<file path="src/rtl/paddle_controller.sv">
// Frame-tick paddle AI: steps y_top toward centre or ball and clamps it to the playfield; updates 1 cycle after frame_tick.
// No backpressure: state advances only on frame_tick and outputs hold between ticks; x follows paddle_x every cycle.
module paddle_controller #(
    parameter int COORD_W     = 16,
    parameter int HALF_PADDLE = 50,
    parameter int STEP        = 5,
    parameter int DEADBAND    = 2,
    parameter int REACT_TICKS = 3
) (
    input  logic                 clk,
    input  logic                 rst,
    input  logic                 frame_tick,
    input  logic                 enable,
    input  logic [2*COORD_W-1:0] dimensions,
    input  logic [2*COORD_W-1:0] ball_pos,
    input  logic                 ball_approaching,
    input  logic [COORD_W-1:0]   paddle_x,
    output logic [2*COORD_W-1:0] paddle_pos,
    output logic [1:0]           state,
    output logic                 moving
);

    localparam int SW    = COORD_W + 2;
    localparam int CNT_W = (REACT_TICKS > 0) ? $clog2(REACT_TICKS + 1) : 1;

    localparam logic signed [SW-1:0] HALF_S = SW'(HALF_PADDLE);
    localparam logic signed [SW-1:0] STEP_S = SW'(STEP);
    localparam logic signed [SW-1:0] DB_S   = SW'(DEADBAND);

    typedef struct packed {
        logic [COORD_W-1:0] x;
        logic [COORD_W-1:0] y;
    } pos_t;

    typedef enum logic [1:0] {
        ST_CENTER = 2'd0,
        ST_WAIT   = 2'd1,
        ST_TRACK  = 2'd2,
        ST_HOLD   = 2'd3
    } state_t;

    pos_t dims, ball;
    assign dims = dimensions;
    assign ball = ball_pos;

    logic unused_bits;
    assign unused_bits = ^{dims.x, ball.x};

    state_t             state_q, state_d;
    logic [CNT_W-1:0]   cnt_q, cnt_d;
    logic [COORD_W-1:0] y_q, y_d;
    logic [COORD_W-1:0] x_q, x_d;
    logic               moving_q, moving_d;

    // Playfield-derived limits, saturated at zero for undersized fields
    logic signed [SW-1:0] base_raw, ymax_raw, base_s, ymax_s;
    logic [COORD_W-1:0]   base;

    always_comb begin
        base_raw = $signed({3'b000, dims.y[COORD_W-1:1]}) - HALF_S;
        ymax_raw = $signed({2'b00, dims.y}) - (HALF_S <<< 1);
        base_s   = (base_raw < 0) ? '0 : base_raw;
        ymax_s   = (ymax_raw < 0) ? '0 : ymax_raw;
        base     = base_s[COORD_W-1:0];
    end

    logic                 do_move;
    logic signed [SW-1:0] tgt, tol, y_s, d, absd, step, y_mv, y_cl;

    always_comb begin
        state_d  = state_q;
        cnt_d    = cnt_q;
        y_d      = y_q;
        moving_d = moving_q;
        x_d      = paddle_x;
        do_move  = 1'b0;
        tgt      = base_s;
        tol      = '0;
        y_s      = $signed({2'b00, y_q});

        if (frame_tick) begin
            if (!enable) begin
                state_d = ST_HOLD;
            end else begin
                case (state_q)
                    ST_HOLD: state_d = ST_CENTER;
                    ST_CENTER: begin
                        if (ball_approaching) begin
                            state_d = ST_WAIT;
                            cnt_d   = CNT_W'(REACT_TICKS);
                        end else begin
                            do_move = 1'b1;
                        end
                    end
                    ST_WAIT: begin
                        if (!ball_approaching)  state_d = ST_CENTER;
                        else if (cnt_q == '0)   state_d = ST_TRACK;
                        else                    cnt_d   = cnt_q - CNT_W'(1);
                    end
                    default: begin
                        if (!ball_approaching) begin
                            state_d = ST_CENTER;
                        end else begin
                            do_move = 1'b1;
                            tgt     = $signed({2'b00, ball.y}) - HALF_S;
                            tol     = DB_S;
                        end
                    end
                endcase
            end
        end

        d    = tgt - y_s;
        absd = (d < 0) ? -d : d;
        step = (absd < STEP_S) ? absd : STEP_S;
        if (!do_move || absd <= tol) y_mv = y_s;
        else if (d < 0)              y_mv = y_s - step;
        else                         y_mv = y_s + step;

        // Clamp runs on every tick so a shrunken playfield re-pins y even in HOLD
        if (y_mv < 0)           y_cl = '0;
        else if (y_mv > ymax_s) y_cl = ymax_s;
        else                    y_cl = y_mv;

        if (frame_tick) begin
            y_d      = y_cl[COORD_W-1:0];
            moving_d = (y_cl[COORD_W-1:0] != y_q);
        end
    end

    always_ff @(posedge clk) begin
        if (rst) begin
            state_q  <= ST_CENTER;
            cnt_q    <= '0;
            y_q      <= base;
            moving_q <= 1'b0;
            x_q      <= paddle_x;
        end else begin
            state_q  <= state_d;
            cnt_q    <= cnt_d;
            y_q      <= y_d;
            moving_q <= moving_d;
            x_q      <= x_d;
        end
    end

    assign paddle_pos = {x_q, y_q};
    assign state      = state_q;
    assign moving     = moving_q;

endmodule

</file>
<file path="config.mk">
export PLATFORM = sky130hd
export DESIGN_NAME = paddle_controller
export DESIGN_NICKNAME = d
export VERILOG_FILES = /design/src/rtl/paddle_controller.sv
export SDC_FILE = /design/constraint.sdc
export NUM_CORES = 1
export LEC_CHECK = 0
export ABC_AREA = 0
export CORE_UTILIZATION = 54
export DETAILED_ROUTE_END_ITERATION = 8
export GPL_ROUTABILITY_DRIVEN = 0
export GPL_TIMING_DRIVEN = 0
export PLACE_DENSITY = 0.87
export SETUP_SLACK_MARGIN = 0.4
export SYNTH_ARGS = -nofsm -noshare
export SYNTH_HDL_FRONTEND = slang
export SYNTH_SLANG_ARGS = --single-unit
</file>
<file path="constraint.sdc">
create_clock -name clk -period 17.6 [get_ports clk]
set_clock_uncertainty 0.05 [all_clocks]
set_input_delay 4.4 -clock clk [delete_from_list [all_inputs] [get_ports clk]]
set_output_delay 4.4 -clock clk [all_outputs]
set_load 0.05 [all_outputs]
</file>
Word level (Yosys, flattened, before mapping)
Index checks and enable logic that the tools add are counted.
{"block": "word_totals", "latchBits": 0, "memories": 0, "ramBits": 0, "mem_bits_ro": 0, "ff_bits": 37}
{"block": "classes", "addsub": 8, "n_mul": 0, "n_reduce_logical": 10, "n_div": 0, "n_mux": 33, "shifts": 0, "eq_ne": 9, "bitwise_logic": 0, "order_cmp": 7}
{"operator": "18-bit 2-to-1 mux", "count": 10}
{"operator": "16-bit 2-to-1 mux", "count": 4}
{"operator": "18-bit by 1-bit < comparator with 1-bit output, second input constant", "count": 2}
{"operator": "2-bit 2-to-1 mux", "count": 12}
{"operator": "17-bit by 18-bit adder with 18-bit output", "count": 1}
{"operator": "18-bit greater-than comparator", "count": 1}
{"operator": "18-bit <= comparator", "count": 1}
{"operator": "18-bit by 4-bit < comparator with 1-bit output, second input constant", "count": 1}
{"operator": "18-bit negation", "count": 1}
{"operator": "17-bit by 18-bit subtractor with 18-bit output", "count": 1}
{"operator": "18-bit by 17-bit subtractor with 18-bit output", "count": 1}
{"operator": "17-bit by 1-bit < comparator with 1-bit output, second input constant", "count": 1}
{"operator": "16-bit by 6-bit subtractor with 17-bit output, second input constant", "count": 1}
{"operator": "16-bit by 7-bit subtractor with 17-bit output, second input constant", "count": 1}
{"operator": "16-bit by 1-bit < comparator with 1-bit output, second input constant", "count": 1}
{"operator": "16-bit inequality test", "count": 1}
{"operator": "15-bit by 6-bit subtractor with 16-bit output, second input constant", "count": 1}
{"operator": "2-bit inequality test, second input constant", "count": 3}
{"operator": "2-bit case mux with 3 select lines", "count": 1}
{"operator": "6-bit AND reduction", "count": 1}
{"operator": "5-bit by 2-bit inequality test with 1-bit output, second input constant", "count": 1}
{"operator": "2-bit logical NOT", "count": 2}
{"operator": "1-bit 2-to-1 mux", "count": 4}
{"operator": "4-bit inequality test, second input constant", "count": 1}
{"operator": "12 further kinds", "count": 13}

Depth between registers and ports, before layout
Gate-level depths: netlist of the first run.
{"block": "depth", "word_depth": 20, "ltp_mapped": 61, "mapped_depth_nobuf": 58}

Worst setup path before layout of the first run
Ideal clock, no wire load.
{"block": "synth_path", "path_type": "input to register", "from": "in dimensions[2]", "to": "reg moving_q (netlist: moving)", "required_time_ns": 17.413, "n_path_buf": 4, "path_slack_ns": 2.145, "cell_stages": 57, "arrival_ns": 15.269, "path_cell_list": "inv_1 > ha_1 > nand2b_1 > a31oi_1 > and2_1 > nand2_1 > or3_1 > clkbuf_1 > nand2_1 > nor2_1 > a21oi_1 > ha_1 > fa_1 > nand2b_1 > a21oi_1 > o21a_1 > buf_6 > a2111o_1 > [... 21 more ...] > nor2_1 > a21oi_1 > inv_1 > ha_1 > a21o_1 > a21oi_1 > nor2b_1 > o21ai_0 > nand2b_1 > a221oi_1 > a41o_1 > inv_1 > nor2_8 > mux2_2 > a22o_1 > a2111o_1 > nor4_2 > a311oi_1"}
{"block": "synth_via", "elab_chain_len": 19, "word_cells_on_any_way": 27, "cone_classes": "add/sub: 6; order compare: 7; eq/ne: 1; mux: 12; reduce/logical: 1"}
{"element": "start, declared", "line": "14", "rtl": "input logic [2*COORD_W-1:0] dimensions,"}
{"element": "15-bit by 6-bit subtractor with 16-bit output", "line": "60", "rtl": "base_raw = $signed({3'b000, dims.y[COORD_W-1:1]}) - HALF_S;"}
{"element": "16-bit by 1-bit < comparator with 1-bit output", "line": "62", "rtl": "base_s = (base_raw < 0) ? '0 : base_raw;"}
{"element": "18-bit 2-to-1 mux", "line": "62"}
{"element": "18-bit 2-to-1 mux", "line": "101", "rtl": "if (!ball_approaching) begin"}
{"element": "18-bit 2-to-1 mux", "line": "85", "rtl": "case (state_q)"}
{"element": "18-bit 2-to-1 mux", "line": "82", "rtl": "if (!enable) begin"}
{"element": "18-bit 2-to-1 mux", "line": "81", "rtl": "if (frame_tick) begin"}
{"element": "18-bit by 17-bit subtractor with 18-bit output", "line": "113", "rtl": "d = tgt - y_s;"}
{"element": "[... 3 more ...]"}
{"element": "18-bit 2-to-1 mux", "line": "115", "rtl": "step = (absd < STEP_S) ? absd : STEP_S;"}
{"element": "17-bit by 18-bit adder with 18-bit output / 17-bit by 18-bit subtractor with 18-bit output (equally long branches)", "line": "118, 117"}
{"element": "18-bit 2-to-1 mux", "line": "117", "rtl": "else if (d < 0) y_mv = y_s - step;"}
{"element": "18-bit 2-to-1 mux", "line": "116", "rtl": "if (!do_move || absd <= tol) y_mv = y_s;"}
{"element": "18-bit greater-than comparator", "line": "122", "rtl": "else if (y_mv > ymax_s) y_cl = ymax_s;"}
{"element": "16-bit 2-to-1 mux", "line": "122"}
{"element": "16-bit 2-to-1 mux (*)", "line": "121", "rtl": "if (y_mv < 0) y_cl = '0;"}
{"element": "16-bit inequality test (*)", "line": "127", "rtl": "moving_d = (y_cl[COORD_W-1:0] != y_q);"}
{"element": "end signal, assigned", "line": "142", "rtl": "moving_q <= moving_d;"}
{"element": "end, declared", "line": "53", "rtl": "logic moving_q, moving_d;"}
Every way passes the cells marked *; elsewhere a longest branch is shown, timed or not.
A chain may end at the register's enable or synchronous reset.

Worst setup path after layout of the first run
Same ends and word-level chain as after synthesis.

==> results.sh, run 1 <==
export IMPL_avgSynthCellArea_sq_um=7.31
export IMPL_ant_nets=0
export IMPL_areaGrowthSynthToFinish_pct=24.9
export IMPL_cp_end_kind="register"
export IMPL_grt_overflow=0
export IMPL_grt_setup_unrepaired="no"
export IMPL_numCtsBuffers=5
export IMPL_leakage_nw=3.14
export IMPL_status="completed"
export IMPL_startpoint_type="primary input"
export IMPL_htree_levels=2
export IMPL_setup_viol=0
export IMPL_slowest_stage="or4_1"
export IMPL_slew_headroom=0.418
export IMPL_p_per_area_nw_per_um2=173
export IMPL_dr_pass1_iters=5
export IMPL_post_route_min_period_ns=16.78
export IMPL_rows=38
export IMPL_clkSlewWorstSetupHoldPaths_ns=0.07
export IMPL_clock_sinks=37
export IMPL_maxSlewViolCount=0
export IMPL_ioPinCount=120
export IMPL_critical_path_max_stage_delay_ns=0.52
export IMPL_synth_xor_area_frac=0.0873
export IMPL_critical_path_max_fanout=10
export IMPL_synthAdderAreaFrac=0.119
export IMPL_synth_nets=994
export IMPL_fmaxAchievable_ghz=0.0596
export IMPL_cts_root_buf="clkbuf_16"
export IMPL_num_antenna_cells=0
export IMPL_die_area_sq_um=12000
export IMPL_worstMarginPinSlew_ns=0.870
export IMPL_crit_path_frequent_cell="ha_1"
export IMPL_synth_top_family_by_area="compound AO/OA/AOI/OAI gates"
export IMPL_drive_above_1_share=0.113
export IMPL_initial_utilization=0.564
export IMPL_synth_area_mux_share=0.0264
export IMPL_holdCritPathClass="register to register"
export IMPL_yosys_area_share_simple=0.264
export IMPL_synth_ff_type="dfxtp_1"
export IMPL_clock_path_buffers=2
export IMPL_grt_pass1_vias=6794
export IMPL_critPathRequiredTime_ns=17.70
export IMPL_drt_wl_total_um=21500
export IMPL_arrival_ns=16.89
export IMPL_synth_cell_types=90
export IMPL_vdd_drop_max_mv=0.0897
export IMPL_viasPerCell=6.70
export IMPL_final_nets=1104
export IMPL_synth_compound_gate_area_share=0.302
export IMPL_cts_tree="yes"
export IMPL_tns_ns=0
export IMPL_async_reset_ff_frac=0
export IMPL_syn_area_sq_um=6220
export IMPL_wire_per_inst_um=19.5
export IMPL_seq_area_frac_synth=0.145
export IMPL_worst_skew_pair_late_latency_ns=0.29
export IMPL_period_share=0.954
export IMPL_setup_ws_ns=0.815
export IMPL_fin_total_pwr_mw=1.35
export IMPL_synth_edff_count=16
export IMPL_whs_ns=0.431
export IMPL_via_count=7381
export IMPL_drc_errors=0
export IMPL_final_hold_viol_count=0
export IMPL_port_buffers=87
export IMPL_hpwl_um=16300
export IMPL_syn_inst=851
export IMPL_core_sq_um=11000
export IMPL_grt_max_degree=17
export IMPL_die_h_um=109
export IMPL_ys_ff_latch=37
export IMPL_first_iter_violations=879
export IMPL_yosysWarnings=0
export IMPL_crit_type="primary input to register"
export IMPL_antenna_found_initial=0
export IMPL_fp_dieW_um=109
export IMPL_grt_usage=0.353
export IMPL_drv_cap=0
export IMPL_grt_first_pass_wirelength_um=33100
export IMPL_preCtsSetupSlack_ns=-0.576
-- routing by layer --
metal  share of wire  GRT usage  vias to the layer above
met5               0          0                        -
met4           0.043      0.148                        0
met3           0.096     0.0385                       91
met2            0.46      0.598                      509
met1            0.40      0.456                     3384
li1                -          -                     3397
-- worst paths after layout --
kind,start,end,slack [ns],cells past startpoint
worst max-delay path,dimensions[2],moving,0.82,57
worst min register to register,cnt_q[0],cnt_q[0],0.43,1
worst max register to register,state[0],moving,5.16,51
worst min-delay path,cnt_q[0],cnt_q[0],0.43,1
-- cells by family after synthesis --
| kind of cell | count (synthesis) |
|---|---|
| AOI/OAI and AO/OA | 279 |
| and+or+nand+nor | 317 |
| buffers and inverters | 82 |
| xor gates and xnor gates | 62 |
| DFF | 37 |
| adders and majority gates | 58 |
| muxes | 16 |
-- through the flow --
stage	utilization	instances	instance area, sq um
final	0.704	1102	7770
after global routing	0.704	1102	7770
after CTS	0.677	1086	7470
after detailed placement	0.659	1078	7270
after global placement	0.659	1078	7270
after floorplan	-	851	6220
-- cells in the final DEF, fill, tap and decap left out, drive strengths merged, types with 7 or more instances in the layout --
| cell type | count |
|---|---|
| or3 | 10 |
| o21ai | 71 |
| nor4 | 12 |
| a21o | 14 |
| a21oi | 71 |
| edfxtp | 16 |
| dfxtp | 21 |
| clkdlybuf4s50 | 87 |
| inv | 51 |
| o21a | 10 |
| nor3 | 23 |
| xnor2 | 35 |
| nor2b | 12 |
| nand2b | 16 |
| and2 | 9 |
| a211oi | 18 |
| o211ai | 11 |
| buf | 32 |
| ha | 56 |
| nand4 | 8 |
| mux2i | 13 |
| nand3 | 19 |
| o22ai | 10 |
| nand2 | 84 |
| nor2 | 85 |
| clkbuf | 22 |
| xor2 | 27 |
| or2 | 7 |
| and3 | 13 |
-- final cells by class --
cell class              instances  area, sq um
multi-input cells             732         5160
well taps                     140          175
inverters                      51          191
clock buffers                   7          164
plain buffers                  31          166
fillers                       894         3260
repair buffers                103         1000
clock inverters                 1         6.26
flip-flops and latches         37          901
-- report_power, final --
part           internal (mW)  switching [mW]  leakage [nW]
sequential             0.110          0.0277         0.343
combinational          0.422           0.683          2.71
clock                 0.0652          0.0381        0.0856
-- cell usage after synthesis, types with 4 or more instances --
| cell type | number | area [sq um] |
|---|---|---|
| a21o_1 | 14 | 105 |
| a21oi_1 | 69 | 345 |
| ha_1 | 56 | 701 |
| buf_2 | 8 | 40.0 |
| or2_2 | 6 | 37.5 |
| and4_1 | 4 | 35.0 |
| nand2b_1 | 16 | 100 |
| nand3_1 | 19 | 95.1 |
| o22ai_1 | 10 | 62.6 |
| o31ai_1 | 6 | 45.0 |
| o211ai_1 | 10 | 75.1 |
| xnor2_1 | 35 | 307 |
| mux2i_1 | 13 | 130 |
| nand2_1 | 82 | 308 |
| or3_1 | 10 | 62.6 |
| nor4_1 | 8 | 50.1 |
| xor2_1 | 27 | 236 |
| a2111o_1 | 6 | 67.6 |
| dfxtp_1 | 21 | 420 |
| o21a_1 | 9 | 67.6 |
| o221ai_1 | 4 | 35.0 |
| and3_1 | 13 | 81.3 |
| buf_6 | 4 | 45.0 |
| a211o_1 | 4 | 35.0 |
| inv_1 | 50 | 188 |
| and2_1 | 8 | 50.1 |
| a31oi_1 | 6 | 37.5 |
| o21ai_1 | 11 | 55.1 |
| a211oi_1 | 18 | 135 |
| nor3_1 | 21 | 105 |
| edfxtp_1 | 16 | 480 |
| nor2b_1 | 12 | 75.1 |
| o32ai_1 | 6 | 52.6 |
| nand4_1 | 8 | 50.1 |
| o21ai_0 | 58 | 290 |
| nor2_1 | 83 | 312 |
| clkbuf_1 | 17 | 63.8 |
-- sequential cells by signal, indices dropped and copies added, names as in the netlist --
name and cells:
y_q 16, state 2, cnt_q 2, moving 1
x_q 16
-- what timing repair did --
item,CTS,global route
hold buffers,0,0
endpoints found under the setup margin,6,17
resized for setup,10,42
setup buffers,0,16
pin swaps,0,12
cloned,0,0
-- critical path, delay by kind of cell --
| family | cells | cell delay (ns) |
|---|---|---|
| compound gates | 19 | 4.22 |
| simple gates | 19 | 3.95 |
| fa+ha+maj | 7 | 1.87 |
| buf+inv | 8 | 1.48 |
| xor+xnor | 3 | 0.57 |
| mux | 1 | 0.37 |
(Power assumes the default switching activity.)
==> run 2, diff against run 1 <==
SLEW_MARGIN = 10   (was not set)
==> results of run 2 <==
Same layout as run 1: the final DEF is identical, and so are final timing and power.
